<file path="config.mk">
export PLATFORM = sky130hd
export DESIGN_NAME = pipeline_hazard_ctrl_flat
export DESIGN_NICKNAME = d
export VERILOG_FILES = /design/src/rtl/pipeline_hazard_ctrl_if.sv /design/src/rtl/pipeline_hazard_ctrl.sv /design/src/flat_wrapper.sv
export SDC_FILE = /design/constraint.sdc
export NUM_CORES = 1
export LEC_CHECK = 0
export BUFFER_PORTS_ARGS = -buffer_cell sky130_fd_sc_hd__buf_4
export CAP_MARGIN = 10
export CORE_AREA = 4 4 84 145
export CTS_CLUSTER_DIAMETER = 80
export DETAILED_ROUTE_END_ITERATION = 6
export DIE_AREA = 0 0 88 149
export SYNTH_ARGS = -nofsm -noshare
export SYNTH_HDL_FRONTEND = slang
export SYNTH_SLANG_ARGS = --single-unit
</file>
<file path="constraint.sdc">
create_clock -name CLK -period 2.82 [get_ports CLK]
set_input_delay 0 -clock CLK [delete_from_list [all_inputs] [get_ports CLK]]
set_output_delay 0 -clock CLK [all_outputs]
set_load 0.03 [all_outputs]
</file>
<file path="src/rtl/pipeline_hazard_ctrl_if.sv">
// Handshake bundle between the pipeline datapath and its hazard controller.
// Latch-control encoding on *_state: 2'd0 enable, 2'd1 stall, 2'd2 insert bubble (nop).
interface pipeline_hazard_ctrl_if #(
  parameter int CNT_W = 32
);
  logic             ihit;
  logic             dhit;
  logic             dREN_mem;
  logic             dWEN_mem;
  logic             redirect_mem;
  logic             halt_mem;
  logic             memread_ex;
  logic [4:0]       regWSEL_ex;
  logic [4:0]       rs_id;
  logic [4:0]       rt_id;
  logic [1:0]       fd_state;
  logic [1:0]       de_state;
  logic [1:0]       em_state;
  logic [1:0]       mw_state;
  logic             pc_en;
  logic             halted;
  logic             timeout;
  logic [CNT_W-1:0] stall_cnt;

  modport master (
    output ihit, dhit, dREN_mem, dWEN_mem, redirect_mem, halt_mem,
           memread_ex, regWSEL_ex, rs_id, rt_id,
    input  fd_state, de_state, em_state, mw_state, pc_en, halted, timeout, stall_cnt
  );

  modport slave (
    input  ihit, dhit, dREN_mem, dWEN_mem, redirect_mem, halt_mem,
           memread_ex, regWSEL_ex, rs_id, rt_id,
    output fd_state, de_state, em_state, mw_state, pc_en, halted, timeout, stall_cnt
  );
endinterface

</file>
<file path="src/rtl/pipeline_hazard_ctrl.sv">
// Central stall/flush/halt controller for the 5-stage core: drives every stage latch
// and the PC enable, and keeps stall statistics plus a D-memory watchdog.
//  state | meaning
//  RUN   | normal issue; hazards resolved combinationally
//  DWAIT | data access outstanding, whole pipe frozen
//  FLUSH | fetch in flight is wrong-path, its word gets dropped
//  HALT  | halt retired, pipe frozen until reset
module pipeline_hazard_ctrl #(
  parameter int CNT_W   = 32,
  parameter int TIMEOUT = 1024
) (
  input logic              CLK,
  input logic              nRST,
  pipeline_hazard_ctrl_if.slave bus
);
  localparam logic [1:0]  PIPE_ENABLE = 2'd0;
  localparam logic [1:0]  PIPE_STALL  = 2'd1;
  localparam logic [1:0]  PIPE_NOP    = 2'd2;
  localparam bit          WD_EN       = (TIMEOUT > 0);
  localparam logic [31:0] WD_LAST     = (TIMEOUT > 0) ? 32'(TIMEOUT - 1) : 32'd0;

  typedef enum logic [1:0] {RUN, DWAIT, FLUSH, HALT} state_t;

  state_t           r_state, w_next, w_rnext;
  logic [CNT_W-1:0] r_stall_cnt;
  logic [31:0]      r_wd_cnt;
  logic             r_timeout;
  logic             w_dmiss, w_load_use;
  logic [1:0]       w_fd, w_de, w_em, w_mw;
  logic [1:0]       w_rfd, w_rde, w_rem;
  logic             w_pc_en, w_rpc, w_wd_inc, w_wd_clr;

  assign w_dmiss    = (bus.dREN_mem | bus.dWEN_mem) & ~bus.dhit;
  assign w_load_use = bus.memread_ex & (bus.regWSEL_ex != 5'd0) &
                      ((bus.regWSEL_ex == bus.rs_id) | (bus.regWSEL_ex == bus.rt_id));

  // Redirect / load-use / fetch-miss resolution, shared by RUN and a completing DWAIT.
  always_comb begin
    w_rfd   = PIPE_ENABLE;
    w_rde   = PIPE_ENABLE;
    w_rem   = PIPE_ENABLE;
    w_rpc   = 1'b1;
    w_rnext = RUN;
    if (bus.redirect_mem) begin
      w_rfd   = PIPE_NOP;
      w_rde   = PIPE_NOP;
      w_rem   = PIPE_NOP;
      w_rnext = bus.ihit ? RUN : FLUSH;
    end else if (w_load_use) begin
      w_rfd = PIPE_STALL;
      w_rde = PIPE_NOP;
      w_rpc = 1'b0;
    end else if (!bus.ihit) begin
      w_rfd = PIPE_NOP;
      w_rpc = 1'b0;
    end
  end

  always_comb begin
    w_fd     = PIPE_ENABLE;
    w_de     = PIPE_ENABLE;
    w_em     = PIPE_ENABLE;
    w_mw     = PIPE_ENABLE;
    w_pc_en  = 1'b0;
    w_next   = r_state;
    w_wd_inc = 1'b0;
    w_wd_clr = 1'b0;
    case (r_state)
      RUN, FLUSH: begin
        if (bus.halt_mem) begin
          w_fd   = PIPE_NOP;
          w_de   = PIPE_NOP;
          w_em   = PIPE_NOP;
          w_next = HALT;
        end else if (w_dmiss) begin
          w_fd   = PIPE_STALL;
          w_de   = PIPE_STALL;
          w_em   = PIPE_STALL;
          w_mw   = PIPE_STALL;
          w_next = DWAIT;
        end else if (r_state == RUN) begin
          w_fd    = w_rfd;
          w_de    = w_rde;
          w_em    = w_rem;
          w_pc_en = w_rpc;
          w_next  = w_rnext;
        end else if (bus.redirect_mem) begin
          w_fd    = PIPE_NOP;
          w_de    = PIPE_NOP;
          w_em    = PIPE_NOP;
          w_pc_en = 1'b1;
        end else begin
          w_fd = PIPE_NOP;
          if (bus.ihit) w_next = RUN;
        end
      end
      DWAIT: begin
        if (!bus.dhit) begin
          w_fd     = PIPE_STALL;
          w_de     = PIPE_STALL;
          w_em     = PIPE_STALL;
          w_mw     = PIPE_STALL;
          w_wd_inc = 1'b1;
        end else begin
          w_fd     = w_rfd;
          w_de     = w_rde;
          w_em     = w_rem;
          w_pc_en  = w_rpc;
          w_next   = w_rnext;
          w_wd_clr = 1'b1;
        end
      end
      HALT: begin
        w_fd = PIPE_STALL;
        w_de = PIPE_STALL;
        w_em = PIPE_STALL;
        w_mw = PIPE_STALL;
      end
      default: w_next = RUN;
    endcase
    // Latches see bubbles for as long as reset is held, independent of the clock.
    if (!nRST) begin
      w_fd    = PIPE_NOP;
      w_de    = PIPE_NOP;
      w_em    = PIPE_NOP;
      w_mw    = PIPE_NOP;
      w_pc_en = 1'b0;
    end
  end

  always_ff @(posedge CLK or negedge nRST) begin
    if (!nRST) begin
      r_state     <= RUN;
      r_stall_cnt <= '0;
      r_wd_cnt    <= '0;
      r_timeout   <= 1'b0;
    end else begin
      r_state <= w_next;
      if (!w_pc_en && (r_state != HALT) && (r_stall_cnt != '1))
        r_stall_cnt <= r_stall_cnt + 1'b1;
      if (w_wd_clr)
        r_wd_cnt <= '0;
      else if (w_wd_inc && (r_wd_cnt != '1))
        r_wd_cnt <= r_wd_cnt + 1'b1;
      if (WD_EN && w_wd_inc && (r_wd_cnt == WD_LAST))
        r_timeout <= 1'b1;
    end
  end

  assign bus.fd_state  = w_fd;
  assign bus.de_state  = w_de;
  assign bus.em_state  = w_em;
  assign bus.mw_state  = w_mw;
  assign bus.pc_en     = w_pc_en;
  assign bus.halted    = (r_state == HALT);
  assign bus.timeout   = r_timeout;
  assign bus.stall_cnt = r_stall_cnt;
endmodule
</file>
<file path="src/flat_wrapper.sv">
// flat-port wrapper written by rule: the top's interface ports become plain ports
module pipeline_hazard_ctrl_flat 
#(
  parameter int CNT_W   = 32,
  parameter int TIMEOUT = 1024
)
  (CLK, nRST, bus_ihit, bus_dhit, bus_dREN_mem, bus_dWEN_mem, bus_redirect_mem, bus_halt_mem, bus_memread_ex, bus_regWSEL_ex, bus_rs_id, bus_rt_id, bus_fd_state, bus_de_state, bus_em_state, bus_mw_state, bus_pc_en, bus_halted, bus_timeout, bus_stall_cnt);
  pipeline_hazard_ctrl_if #(.CNT_W(CNT_W)) bus_i ();
  input logic CLK;
  input logic nRST;
  input wire logic [$bits(bus_i.ihit)-1:0] bus_ihit;
  input wire logic [$bits(bus_i.dhit)-1:0] bus_dhit;
  input wire logic [$bits(bus_i.dREN_mem)-1:0] bus_dREN_mem;
  input wire logic [$bits(bus_i.dWEN_mem)-1:0] bus_dWEN_mem;
  input wire logic [$bits(bus_i.redirect_mem)-1:0] bus_redirect_mem;
  input wire logic [$bits(bus_i.halt_mem)-1:0] bus_halt_mem;
  input wire logic [$bits(bus_i.memread_ex)-1:0] bus_memread_ex;
  input wire logic [$bits(bus_i.regWSEL_ex)-1:0] bus_regWSEL_ex;
  input wire logic [$bits(bus_i.rs_id)-1:0] bus_rs_id;
  input wire logic [$bits(bus_i.rt_id)-1:0] bus_rt_id;
  output wire logic [$bits(bus_i.fd_state)-1:0] bus_fd_state;
  output wire logic [$bits(bus_i.de_state)-1:0] bus_de_state;
  output wire logic [$bits(bus_i.em_state)-1:0] bus_em_state;
  output wire logic [$bits(bus_i.mw_state)-1:0] bus_mw_state;
  output wire logic [$bits(bus_i.pc_en)-1:0] bus_pc_en;
  output wire logic [$bits(bus_i.halted)-1:0] bus_halted;
  output wire logic [$bits(bus_i.timeout)-1:0] bus_timeout;
  output wire logic [$bits(bus_i.stall_cnt)-1:0] bus_stall_cnt;
  assign bus_i.ihit = bus_ihit;
  assign bus_i.dhit = bus_dhit;
  assign bus_i.dREN_mem = bus_dREN_mem;
  assign bus_i.dWEN_mem = bus_dWEN_mem;
  assign bus_i.redirect_mem = bus_redirect_mem;
  assign bus_i.halt_mem = bus_halt_mem;
  assign bus_i.memread_ex = bus_memread_ex;
  assign bus_i.regWSEL_ex = bus_regWSEL_ex;
  assign bus_i.rs_id = bus_rs_id;
  assign bus_i.rt_id = bus_rt_id;
  assign bus_fd_state = bus_i.fd_state;
  assign bus_de_state = bus_i.de_state;
  assign bus_em_state = bus_i.em_state;
  assign bus_mw_state = bus_i.mw_state;
  assign bus_pc_en = bus_i.pc_en;
  assign bus_halted = bus_i.halted;
  assign bus_timeout = bus_i.timeout;
  assign bus_stall_cnt = bus_i.stall_cnt;
  pipeline_hazard_ctrl #(.CNT_W(CNT_W), .TIMEOUT(TIMEOUT)) u_core (.CLK(CLK), .nRST(nRST), .bus(bus_i));
endmodule
</file>
Word-level counts from Yosys, hierarchy flattened:

Index checks and enable logic that the tools add are counted.

* input port bits: 24
* bits in registers: 67
* memory bits (writable): 0
* memory bits (read-only): 0
* bits in latches: 0
* logic and storage cells: 87
* memories: 0
* output and inout bits: 43

* shift-type cells: 0
* multiplexer cells: 52
* reductions and logical operators: 11
* bitwise logic cells: 6
* magnitude comparators: 0
* add/sub/neg operators: 2
* multiply operators: 0
* divide/modulo/power cells: 0
* eq/ne operators: 12

Operator list (number)
* $add 32x1->32 const B: 2
* $mux 32: 2
* $ne 32x32->1 const B: 2
* $mux 2: 29
* $eq 32x10->1 const B: 1
* $pmux 2 s3: 4
* $mux 1: 15
* $eq 5x5->1: 2
* $ne 5x3->1 const B: 2
* $reduce_bool 5->1: 1
* $eq 2x2->1 const B: 2
* $logic_and 1x1->1: 4
* $ne 2x2->1 const B: 2
* $pmux 2 s2: 1
* $reduce_and 4->1: 1
* $reduce_bool 2->1: 2
* $and 1x1->1: 3
* $eq 2x1->1 const B: 1
* $logic_not 2->1: 1
* $or 1x1->1: 2
* $pmux 1 s2: 1
* $reduce_or 2->1: 1
* $logic_not 1->1: 1
* $not 1->1: 1

Logic depth before layout (Yosys ltp):

Gate-level depths: netlist (run 1).

* depth in word-level cells: 13
* mapped depth: 9
* depth with buffers taken out: 7

Least setup slack after synthesis (run 1):

No wires, ideal clock.

* path type: flip-flop to flip-flop
* start: register u_core.r_stall_cnt[0], in the netlist u_core.bus.stall_cnt[0]
* end: register u_core.r_stall_cnt[18], in the netlist u_core.bus.stall_cnt[18]
* setup time: 0.138 ns
* stages on the path, launching flop included: 10
* path slack: 0.490 ns
* period minus slack after synthesis: 2.330 ns
* arrival time: 2.192 ns
* required time: 2.682 ns
* cell sequence: dfrtp_1 ha_1 and4_1 nand4_1 nor3_2 or2_1 buf_2 buf_4 nor3_1 xor2_1

* cells in the longest elaborated chain, start to end: 2
* elaborated cells between the ends (all ways): 3
* classes of those cells: add/sub: 1; eq/ne: 1; reduce/logical: 1

Ends and longest elaborated chain
* start, declared: line pipeline_hazard_ctrl.sv:25 `logic [CNT_W-1:0] r_stall_cnt;`
* start signal, assigned: line pipeline_hazard_ctrl.sv:140 `r_stall_cnt <= r_stall_cnt + 1'b1;`
* parallel branches: the longest is 2 deep, another holds $add 32x1->32

Parallel ways; which one is timed is not known.
A chain may end at the register's enable or synchronous reset.

Worst setup path in the final report (run 1):

* start: register u_core.r_state[0]
* end: register u_core.r_wd_cnt[31]

* cells in the longest elaborated chain, start to end: 4
* elaborated cells between the ends (all ways): 6
* classes of those cells: eq/ne: 1; mux: 3; reduce/logical: 2

Ends and longest elaborated chain
* start, declared: line pipeline_hazard_ctrl.sv:24 `state_t r_state, w_next, w_rnext;`
* start signal, assigned: line pipeline_hazard_ctrl.sv:138 `r_state <= w_next;`
* $eq 2x1->1 *: line pipeline_hazard_ctrl.sv:68 `case (r_state)`
* $mux 1: line pipeline_hazard_ctrl.sv:68
* $logic_and 1x1->1: line pipeline_hazard_ctrl.sv:143 `else if (w_wd_inc && (r_wd_cnt != '1))`
* $reduce_bool 2->1 (no line)
* end signal, assigned: line pipeline_hazard_ctrl.sv:144 `r_wd_cnt <= r_wd_cnt + 1'b1;`
* end, declared: line pipeline_hazard_ctrl.sv:26 `logic [31:0] r_wd_cnt;`

Every way passes the cells marked *; elsewhere a longest branch is shown, timed or not.

==> flow_metrics.tcl, run 1 <==
set metrics [dict create \
    status "completed" \
    grt_max_degree 54 \
    critPathMaxFanout 12 \
    end_kind "flip-flop" \
    finalHoldViolCount 0 \
    syn_to_final_growth_pct 26.23 \
    die_y_um 149 \
    stdcell_count 613 \
    insertion_delay_ns 0.34 \
    intPower_uw 2283 \
    cts_sinks 67 \
    synth_seq_cells 67 \
    drc 0 \
    final-setup-viol-count 0 \
    postCtsSetupRepairBufs 0 \
    powerDensity_nw_per_um2 757.3 \
    dieWidth_um 88 \
    track_usage_pct 16.15 \
    fin_area_um2 4768 \
    grt_use_met2_pct 28.06 \
    row_count 51 \
    start_util_pct 34.22 \
    synthCells 402 \
    clock.fmax_ghz 0.4161 \
    crit_required_ns 3.04 \
    cts_root_buffer "clkbuf_16" \
    pwr-share-clk_pct 33.8 \
    fin_setup_tns_ns 0 \
    synth_cell_types 48 \
    place_area_um2 4428 \
    dpl.hpwl_um 7554 \
    grt-ovfl-total 0 \
    cts-resized-gates 0 \
    cts_tree "done" \
    cts_max_path_buffers 2 \
    synth_top_cell_by_area "dfrtp_1" \
    timing.slew.headroom_pct 53.09 \
    dr.pass1.iters 4 \
    fin_skew_ns 0.007890 \
    yosysSeqAreaShare_pct 44.39 \
    ys_warn_count 0 \
    cp.arrival_ns 2.62 \
    antenna_found_initial 0 \
    final_util_pct 43.19 \
    gp_congestion 0.9013 \
    post_drt_wl_per_cell_um 16.32 \
    path_class "reg -> reg" \
    grt_pass1_wl_um 16270 \
    wl_um 10010 \
    slew_violations 0 \
    use_met3_pct 3.759 \
    ys.flop_type "dfrtp_1" \
    rsz0062_at_grt "false" \
    synthesis.area_um2 3777 \
    synth_edf_count 0 \
    async_reset_ff_share_pct 100.0 \
    cts.clk_slew.worst_paths_ns 0.06 \
    cap_violations 0 \
    synth_commonest_cells "67 x dfrtp_1, 44 x nor2_1, 39 x xor2_1, 37 x nand2_1, 25 x nor4_1" \
    busiest_layer "met2" \
    p_sw_uw 1328 \
    grt_pass1_vias 3334 \
    synth_top_area_share_pct 44.39 \
    synth.most_common_cell "dfrtp_1" \
    h-tree-depth 3 \
    swShare_pct 36.78 \
    viasPerCell 5.450 \
    cts_buffers 9 \
    hp-class "in -> reg" \
    placed_cells 595 \
    drt_iter0_drc 155 \
    total_power_uw 3611 \
    n_antenna_cell 0 \
    core-area_um2 11040 \
    syn_avg_cell_area_um2 9.396 \
    start_kind "flip-flop" \
    via_count 3341 \
    fin_nets 502 \
    leakage_uw 0.001964 \
    layout-drive-gt1-share_pct 21.41 \
    dieArea_um2 13110 \
    seq_power_share_pct 34.8 \
    worstMarginPinSlew_ns 0.7036 \
    syn-num-nets 428 \
    ir_drop_mv 0.5286 \
    synth_area_leaders "dfrtp_1 44%, xor2_1 9.0%, xnor2_1 4.9%, nor2_1 4.4%, nor4_1 4.1%" \
    antenna_left 0 \
    use_met1_pct 17.69 \
    combPwrFrac_pct 31.5 \
    portBuffers 66 \
    ios 67 \
    min_period_ns 2.403 \
    period_share_pct 85.23 \
]
[cells in the final DEF, fill, tap and decap left out, types with 2 or more instances in the layout]
cell type | synthesis | layout
o21ai_0 | 13 | 13
xor2_1 | 39 | 39
or4_1 | 3 | 3
clkbuf_1 | 4 | 2
nor4_1 | 25 | 25
a21o_1 | 2 | 2
and2_1 | 3 | 3
nand3_1 | 15 | 15
dlygate4sd3_1 | 0 | 2
nor3_2 | 2 | 2
clkbuf_16 | 0 | 9
bufinv_16 | 0 | 2
nand2_1 | 37 | 37
and3_1 | 9 | 9
mux2i_1 | 2 | 2
o21ai_1 | 2 | 2
dfrtp_1 | 67 | 67
nor4_2 | 2 | 2
nor4b_1 | 2 | 2
nor2_1 | 44 | 44
nor3_1 | 14 | 14
and4_1 | 7 | 7
ha_1 | 2 | 2
o22ai_1 | 3 | 3
xnor2_1 | 21 | 21
nand4_1 | 23 | 23
or3_1 | 10 | 10
a21oi_1 | 12 | 12
a31oi_1 | 2 | 2
nor3b_1 | 2 | 2
nor2b_1 | 2 | 2
inv_1 | 7 | 7
buf_4 | 3 | 75
[sequential cells by signal, summed over array words and instances (netlist names)]
register	flops
u_core.bus.stall_cnt	32
u_core.bus.timeout	1
u_core.r_state	2
u_core.r_wd_cnt	32
[routing by layer]
layer	vias to the layer above	wire [µm]
met2	95	5322
met3	27	426
met1	1617	3867
met4	0	389
met5	-	0
li1	1602	-
[worst max-delay path: stages, from the launching register on]
cell and delay (ns):
dfrtp_1 0.49, or3b_4 0.51, nor4b_4 0.48, o211ai_4 0.17, or3_4 0.38, o211ai_2 0.16, o31ai_2 0.09
[final cells by class]
| class | instances | area, µm² |
|---|---|---|
| sequential | 67 | 1677 |
| clock buffer | 12 | 246.5 |
| timing repair buffer | 77 | 583.1 |
| inverter | 7 | 26.28 |
| tap | 132 | 165.2 |
| multi-input combinational | 314 | 1997 |
| fill | 1084 | 6271 |
| clock inverter | 4 | 73.82 |
[cell families (layout without fill, tap and decap cells)]
kind of cell / after synthesis / count (layout) / share of synthesized area [%]
compound gates: 42 / 42 / 7.221
xor+xnor: 60 / 60 / 13.91
fa+ha+maj: 2 / 2 / 0.6624
buf+inv: 21 / 100 / 2.948
flops: 67 / 67 / 44.39
mux: 3 / 3 / 0.8281
simple gates: 207 / 207 / 30.04
[power by group through the flow]
stage	Combinational [µW]	Sequential [µW]	Clock, µW
final	1140	1260	1220
after global routing	1230	1280	1290
after CTS	1150	1250	1250
after detailed placement	1140	1270	0
after global placement	1120	1260	0
after floorplan	631	1380	0
[through the flow]
| stage | hold WS, ns | worst slack, ns |
|---|---|---|
| floorplan | -0.2956 | 0.4896 |
| global placement | -0.1152 | 0.4744 |
| detailed placement | -0.1124 | 0.4210 |
| CTS | 0.04312 | 0.4149 |
| global route | 0.04663 | 0.2528 |
| finish | 0.06330 | 0.4167 |
[path summary, 6_finish.rpt]
kind                                     startpoint                  endpoint  cells after the start  slack (ns)
setup / recovery                  u_core.r_state[0]       u_core.r_wd_cnt[31]                      6        0.42
hold / removal                             bus_dhit         u_core.r_state[1]                      3        0.06
setup reg to reg                  u_core.r_state[0]       u_core.r_wd_cnt[31]                      6        0.42
hold reg to reg            u_core.bus.stall_cnt[21]  u_core.bus.stall_cnt[21]                      1        0.49
max in group asynchronous                      nRST  u_core.bus.stall_cnt[31]                      3        1.76
min in group asynchronous                      nRST   u_core.bus.stall_cnt[1]                      2        0.09
[timing repair]
item | in CTS | in global routing
hold buffers | 2 | 0
hold endpoints to repair | 15 | 0
endpoints found under the setup margin | 0 | 0
(Power assumes the default switching activity.)
==> run 2, diff against run 1 <==
--- a/config.mk
+++ b/config.mk
@@ -11,6 +11,7 @@
 export CTS_CLUSTER_DIAMETER = 80
 export DETAILED_ROUTE_END_ITERATION = 6
 export DIE_AREA = 0 0 88 149
+export GPL_TIMING_DRIVEN = 0
 export SYNTH_ARGS = -nofsm -noshare
 export SYNTH_HDL_FRONTEND = slang
 export SYNTH_SLANG_ARGS = --single-unit
==> run 2 against run 1 <==
Compared with the run above: fmax shrank 10%; highest routed layer unchanged; core utilization down 0.25 points; die area unchanged; wire length up 1.7%; clock skew decreased by 0.0019 ns; sequential cell count unchanged; via count fell by 0.51%; total power shrank 3.3%; critical endpoint is now u_core.bus.stall_cnt[16]; largest cell class unchanged.
==> flow_metrics.tcl, run 2 (synthesis gave the netlist of run 1 again) <==
set metrics [dict create \
    status "completed" \
    period_share_pct 94.89 \
    hp-start "bus_dhit" \
    cts_tree "done" \
    crit_required_ns 3.02 \
    h-tree-depth 3 \
    dieArea_um2 13110 \
    worstMarginPinSlew_ns 0.9008 \
    dieWidth_um 88 \
    die_y_um 149 \
    syn_to_final_growth_pct 25.51 \
    rr_startpoint "u_core.bus.stall_cnt[0]" \
    gp_congestion 0.8683 \
    cts_buffers 9 \
    track_usage_pct 16.66 \
    postCtsSetupRepairBufs 0 \
    grt_max_degree 71 \
    via_count 3324 \
    leakage_uw 0.001951 \
    cts_root_buffer "clkbuf_16" \
    insertion_delay_ns 0.33 \
    n_antenna_cell 0 \
    fin_skew_ns 0.005953 \
    dp_slack_ns 0.02917 \
    cts.clk_slew.worst_paths_ns 0.06 \
    finalHoldViolCount 0 \
    critPathMaxFanout 10 \
    cap_violations 0 \
    timing.slew.headroom_pct 39.94 \
    grt_pass1_wl_um 16950 \
    core-area_um2 11040 \
    portBuffers 66 \
    grt-ovfl-total 0 \
    antenna_found_initial 0 \
    grt_pass1_vias 3474 \
    clock.fmax_ghz 0.3737 \
    final_cell_mix "69 x buf_4, 67 x dfrtp_1, 44 x nor2_1, 39 x xor2_1, 37 x nand2_1" \
    final_common_cell "buf_4" \
    crit_start "u_core.bus.stall_cnt[0]" \
    drt_iter0_drc 141 \
    start_kind "flip-flop" \
    viasPerCell 5.379 \
    cts_sinks 67 \
    rsz0062_at_grt "false" \
    hp-class "in -> reg" \
    post_drt_wl_per_cell_um 16.46 \
    place_area_um2 4438 \
    end_kind "flip-flop" \
    path_class "reg -> reg" \
    powerDensity_nw_per_um2 736.3 \
    ir_drop_mv 0.4757 \
    min_period_ns 2.676 \
    layout-drive-gt1-share_pct 21.81 \
    cts_max_path_buffers 2 \
    wl_um 10170 \
    antenna_left 0 \
    row_count 51 \
    ios 67 \
    fin_ws_ns 0.1442 \
    dpl.hpwl_um 7732 \
    start_util_pct 34.22 \
    fin_nets 507 \
    fin_area_um2 4741 \
    fin_setup_tns_ns 0 \
    final-setup-viol-count 0 \
    cp.arrival_ns 2.88 \
    slew_violations 0 \
    dr.pass1.iters 4 \
    drc 0 \
]
## run 2: cell types whose count changed in the layout (fill, tap and decap cells not counted), sizes merged
cell | previous run | this run
bufinv | 2 | 0
clkinvlp | 0 | 2
inv | 7 | 9
buf | 75 | 76
clkbuf | 12 | 13
clkinv | 2 | 3
## run 2: per-layer routing
metal | track usage (%) | vias to the layer above | wire [µm]
li1 | - | 1607 | -
met1 | 17.91 | 1605 | 3781
met2 | 30.44 | 88 | 5695
met3 | 3.372 | 24 | 388
met4 | 7.450 | 0 | 309
met5 | 0 | - | 0
## run 2: layout make-up
class | instances | area (µm²)
fillers | 1090 | 6299
plain buffers | 14 | 85.08
repair buffers | 68 | 515.5
well taps | 132 | 165.2
inverters | 7 | 26.28
clock inverters | 7 | 51.30
clock buffers | 9 | 225.2
flip-flops and latches | 67 | 1677
multi-input cells | 314 | 1996
## run 2: worst max-delay path: stages (launching register included)
cell and delay, ns:
dfrtp_1 0.41, ha_1 0.25, and4_1 0.26, nand4_1 0.36, nor3_4 0.43, or2_1 0.15, buf_2 0.21, buf_4 0.23
nor4_1 0.08, xor2_1 0.16
## run 2: power by group
part	internal [µW]	switching, µW
Clock	599	449
Combinational	444	772
Sequential	1080	148
## run 2: per-stage QoR
stage	cells	hold slack, ns	util [%]	total power (µW)
2_1_floorplan	402	-0.2956	-	2006
3_3_place_gp	600	0.1809	40.20	2443
3_5_place_dp	600	0.1846	40.20	2463
4_1_cts	618	0.001023	42.89	3530
5_1_grt	618	0.03168	42.94	3683
6_report	618	0.005616	42.94	3491
## run 2: path summary, 6_finish.rpt
path	end	slack [ns]	depth (start not counted)
max in group asynchronous	u_core.r_wd_cnt[26]	1.90	2
min	u_core.r_state[1]	0.006	3
min reg2reg	u_core.bus.timeout	0.46	1
max	u_core.bus.stall_cnt[16]	0.14	9
min in group asynchronous	u_core.r_wd_cnt[17]	0.33	2
max reg2reg	u_core.bus.stall_cnt[16]	0.14	9
## run 2: what timing repair did
item                                   in CTS  in global routing
resized for setup                           0                  2
hold buffers                                2                  0
endpoints found under the hold margin      68                  0
setup endpoints to repair                   0                 14
==> run 3, diff against run 2 <==
--- a/config.mk
+++ b/config.mk
@@ -8,6 +8,7 @@
 export BUFFER_PORTS_ARGS = -buffer_cell sky130_fd_sc_hd__buf_4
 export CAP_MARGIN = 10
 export CORE_AREA = 4 4 84 145
+export CTS_BUF_LIST = sky130_fd_sc_hd__clkbuf_2 sky130_fd_sc_hd__clkbuf_4 sky130_fd_sc_hd__clkbuf_8
 export CTS_CLUSTER_DIAMETER = 80
 export DETAILED_ROUTE_END_ITERATION = 6
 export DIE_AREA = 0 0 88 149
==> run 3 against run 2 <==
Compared with the run above: setup slack got worse by 0.012 ns; clock power is 31% lower; worst hold slack improved by 0.051 ns; count of clock-buffer cells in the layout stayed put; critical path depth stayed put; sequential cell count unchanged; total power decreased by 9.1%; sequential share of layout area increased by 0.69 points; highest routed layer unchanged; global-route usage rose by 0.056 points; cell area decreased by 1.9%; register-to-register slack barely moved; die area is the same; largest power group unchanged.
==> flow_metrics.tcl, run 3 (synthesis gave the netlist of run 1 again) <==
set metrics [dict create \
    period_share_pct 95.31 \
    stdcell_count 619 \
    core-area_um2 11040 \
    h-tree-depth 3 \
    finalHoldViolCount 0 \
    final_common_cell "buf_4" \
    layout-drive-gt1-share_pct 21.77 \
    grt_max_degree 71 \
    ir_drop_mv 0.5661 \
    clock.fmax_ghz 0.3720 \
    rsz0062_at_grt "false" \
    fin_nets 508 \
    postCtsSetupRepairBufs 0 \
    dieArea_um2 13110 \
    timing.slew.headroom_pct 39.94 \
    dieWidth_um 88 \
    cap_violations 0 \
    leakage_uw 0.001909 \
    cts_root_buffer "clkbuf_8" \
    fin_ws_ns 0.1322 \
    critPathMaxFanout 10 \
    ios 67 \
    fin_skew_ns 0.009082 \
    wl_um 10150 \
    cts_tree "done" \
    grt-ovfl-total 0 \
    cts.clk_slew.worst_paths_ns 0.08 \
    portBuffers 66 \
    cts_sinks 67 \
    path_class "reg -> reg" \
    place_area_um2 4438 \
    post_drt_wl_per_cell_um 16.39 \
    drc 0 \
    cts_buffers 9 \
    via_count 3317 \
    cts_max_path_buffers 2 \
    crit_required_ns 3.04 \
    final_cell_mix "69 x buf_4, 67 x dfrtp_1, 44 x nor2_1, 39 x xor2_1, 37 x nand2_1" \
    status "completed" \
    viasPerCell 5.359 \
    die_y_um 149 \
    dpl.hpwl_um 7732 \
    dr.pass1.iters 4 \
    final-setup-viol-count 0 \
    track_usage_pct 16.72 \
    drt_iter0_drc 126 \
    row_count 51 \
    start_util_pct 34.22 \
    min_period_ns 2.688 \
    worstMarginPinSlew_ns 0.9010 \
    slew_violations 0 \
    total_power_uw 3172 \
    insertion_delay_ns 0.35 \
    grt_pass1_wl_um 17010 \
    start_kind "flip-flop" \
    antenna_found_initial 0 \
    syn_to_final_growth_pct 23.09 \
    cp.arrival_ns 2.91 \
    hp-class "in -> reg" \
    n_antenna_cell 0 \
    gp_congestion 0.8683 \
    fin_setup_tns_ns 0 \
    end_kind "flip-flop" \
    fin_area_um2 4649 \
    placed_cells 600 \
    powerDensity_nw_per_um2 682.2 \
    antenna_left 0 \
    dp_slack_ns 0.02917 \
    grt_pass1_vias 3462 \
]
[run 3: changes by cell type in the layout (fill, tap and decap cells not counted), sizes merged]
cell and delta:
dlygate4sd3 +1
[run 3: final timing paths]
| path | from | end | slack, ns | cells after the start |
|---|---|---|---|---|
| setup / recovery | u_core.bus.stall_cnt[0] | u_core.bus.stall_cnt[16] | 0.13 | 9 |
| max in group asynchronous | nRST | u_core.r_wd_cnt[26] | 1.92 | 2 |
| setup reg to reg | u_core.bus.stall_cnt[0] | u_core.bus.stall_cnt[16] | 0.13 | 9 |
| hold / removal | bus_ihit | u_core.r_state[1] | 0.06 | 4 |
| hold reg to reg | u_core.bus.timeout | u_core.bus.timeout | 0.46 | 1 |
| min in group asynchronous | nRST | u_core.r_wd_cnt[14] | 0.31 | 2 |
[run 3: layout make-up]
type	count	area [µm²]
well taps	132	165.2
flip-flops and latches	67	1677
repair buffers	69	525.5
multi-input cells	314	1996
clock inverters	7	51.30
inverters	7	26.28
clock buffers	9	123.9
plain buffers	14	85.08
fillers	1105	6390
[run 3: repair_timing]
action	4_1_cts	5_1_grt
gates resized for setup	0	2
hold endpoints to repair	69	0
setup endpoints to repair	0	14
hold buffers	3	0
[run 3: power breakdown]
part / leakage (µW) / internal, µW / total (µW) / switching, µW
Clock: 0.0000860 / 323 / 728 / 405
Sequential: 0.000793 / 1080 / 1220 / 147
Combinational: 0.00103 / 445 / 1220 / 774
[run 3: stage by stage]
step | utilization, % | hold slack, ns
global placement | 40.20 | 0.1809
global route | 42.12 | 0.06558
floorplan | - | -0.2956
CTS | 42.06 | 0.04125
finish | 42.12 | 0.05642
detailed placement | 40.20 | 0.1846
[run 3: critical path: stages (launching register included)]
cell     delay (ns)
dfrtp_1        0.41
ha_1           0.25
and4_1         0.27
nand4_1        0.35
nor3_4         0.43
or2_1          0.15
buf_2          0.21
buf_4          0.23
nor4_1         0.08
xor2_1         0.16
[run 3: per-layer routing]
| metal | share of wire, % | global-route usage, % |
|---|---|---|
| met3 | 3.9 | 3.372 |
| met5 | 0 | 0 |
| met1 | 37 | 18.05 |
| met4 | 3.0 | 7.373 |
| met2 | 56 | 30.51 |
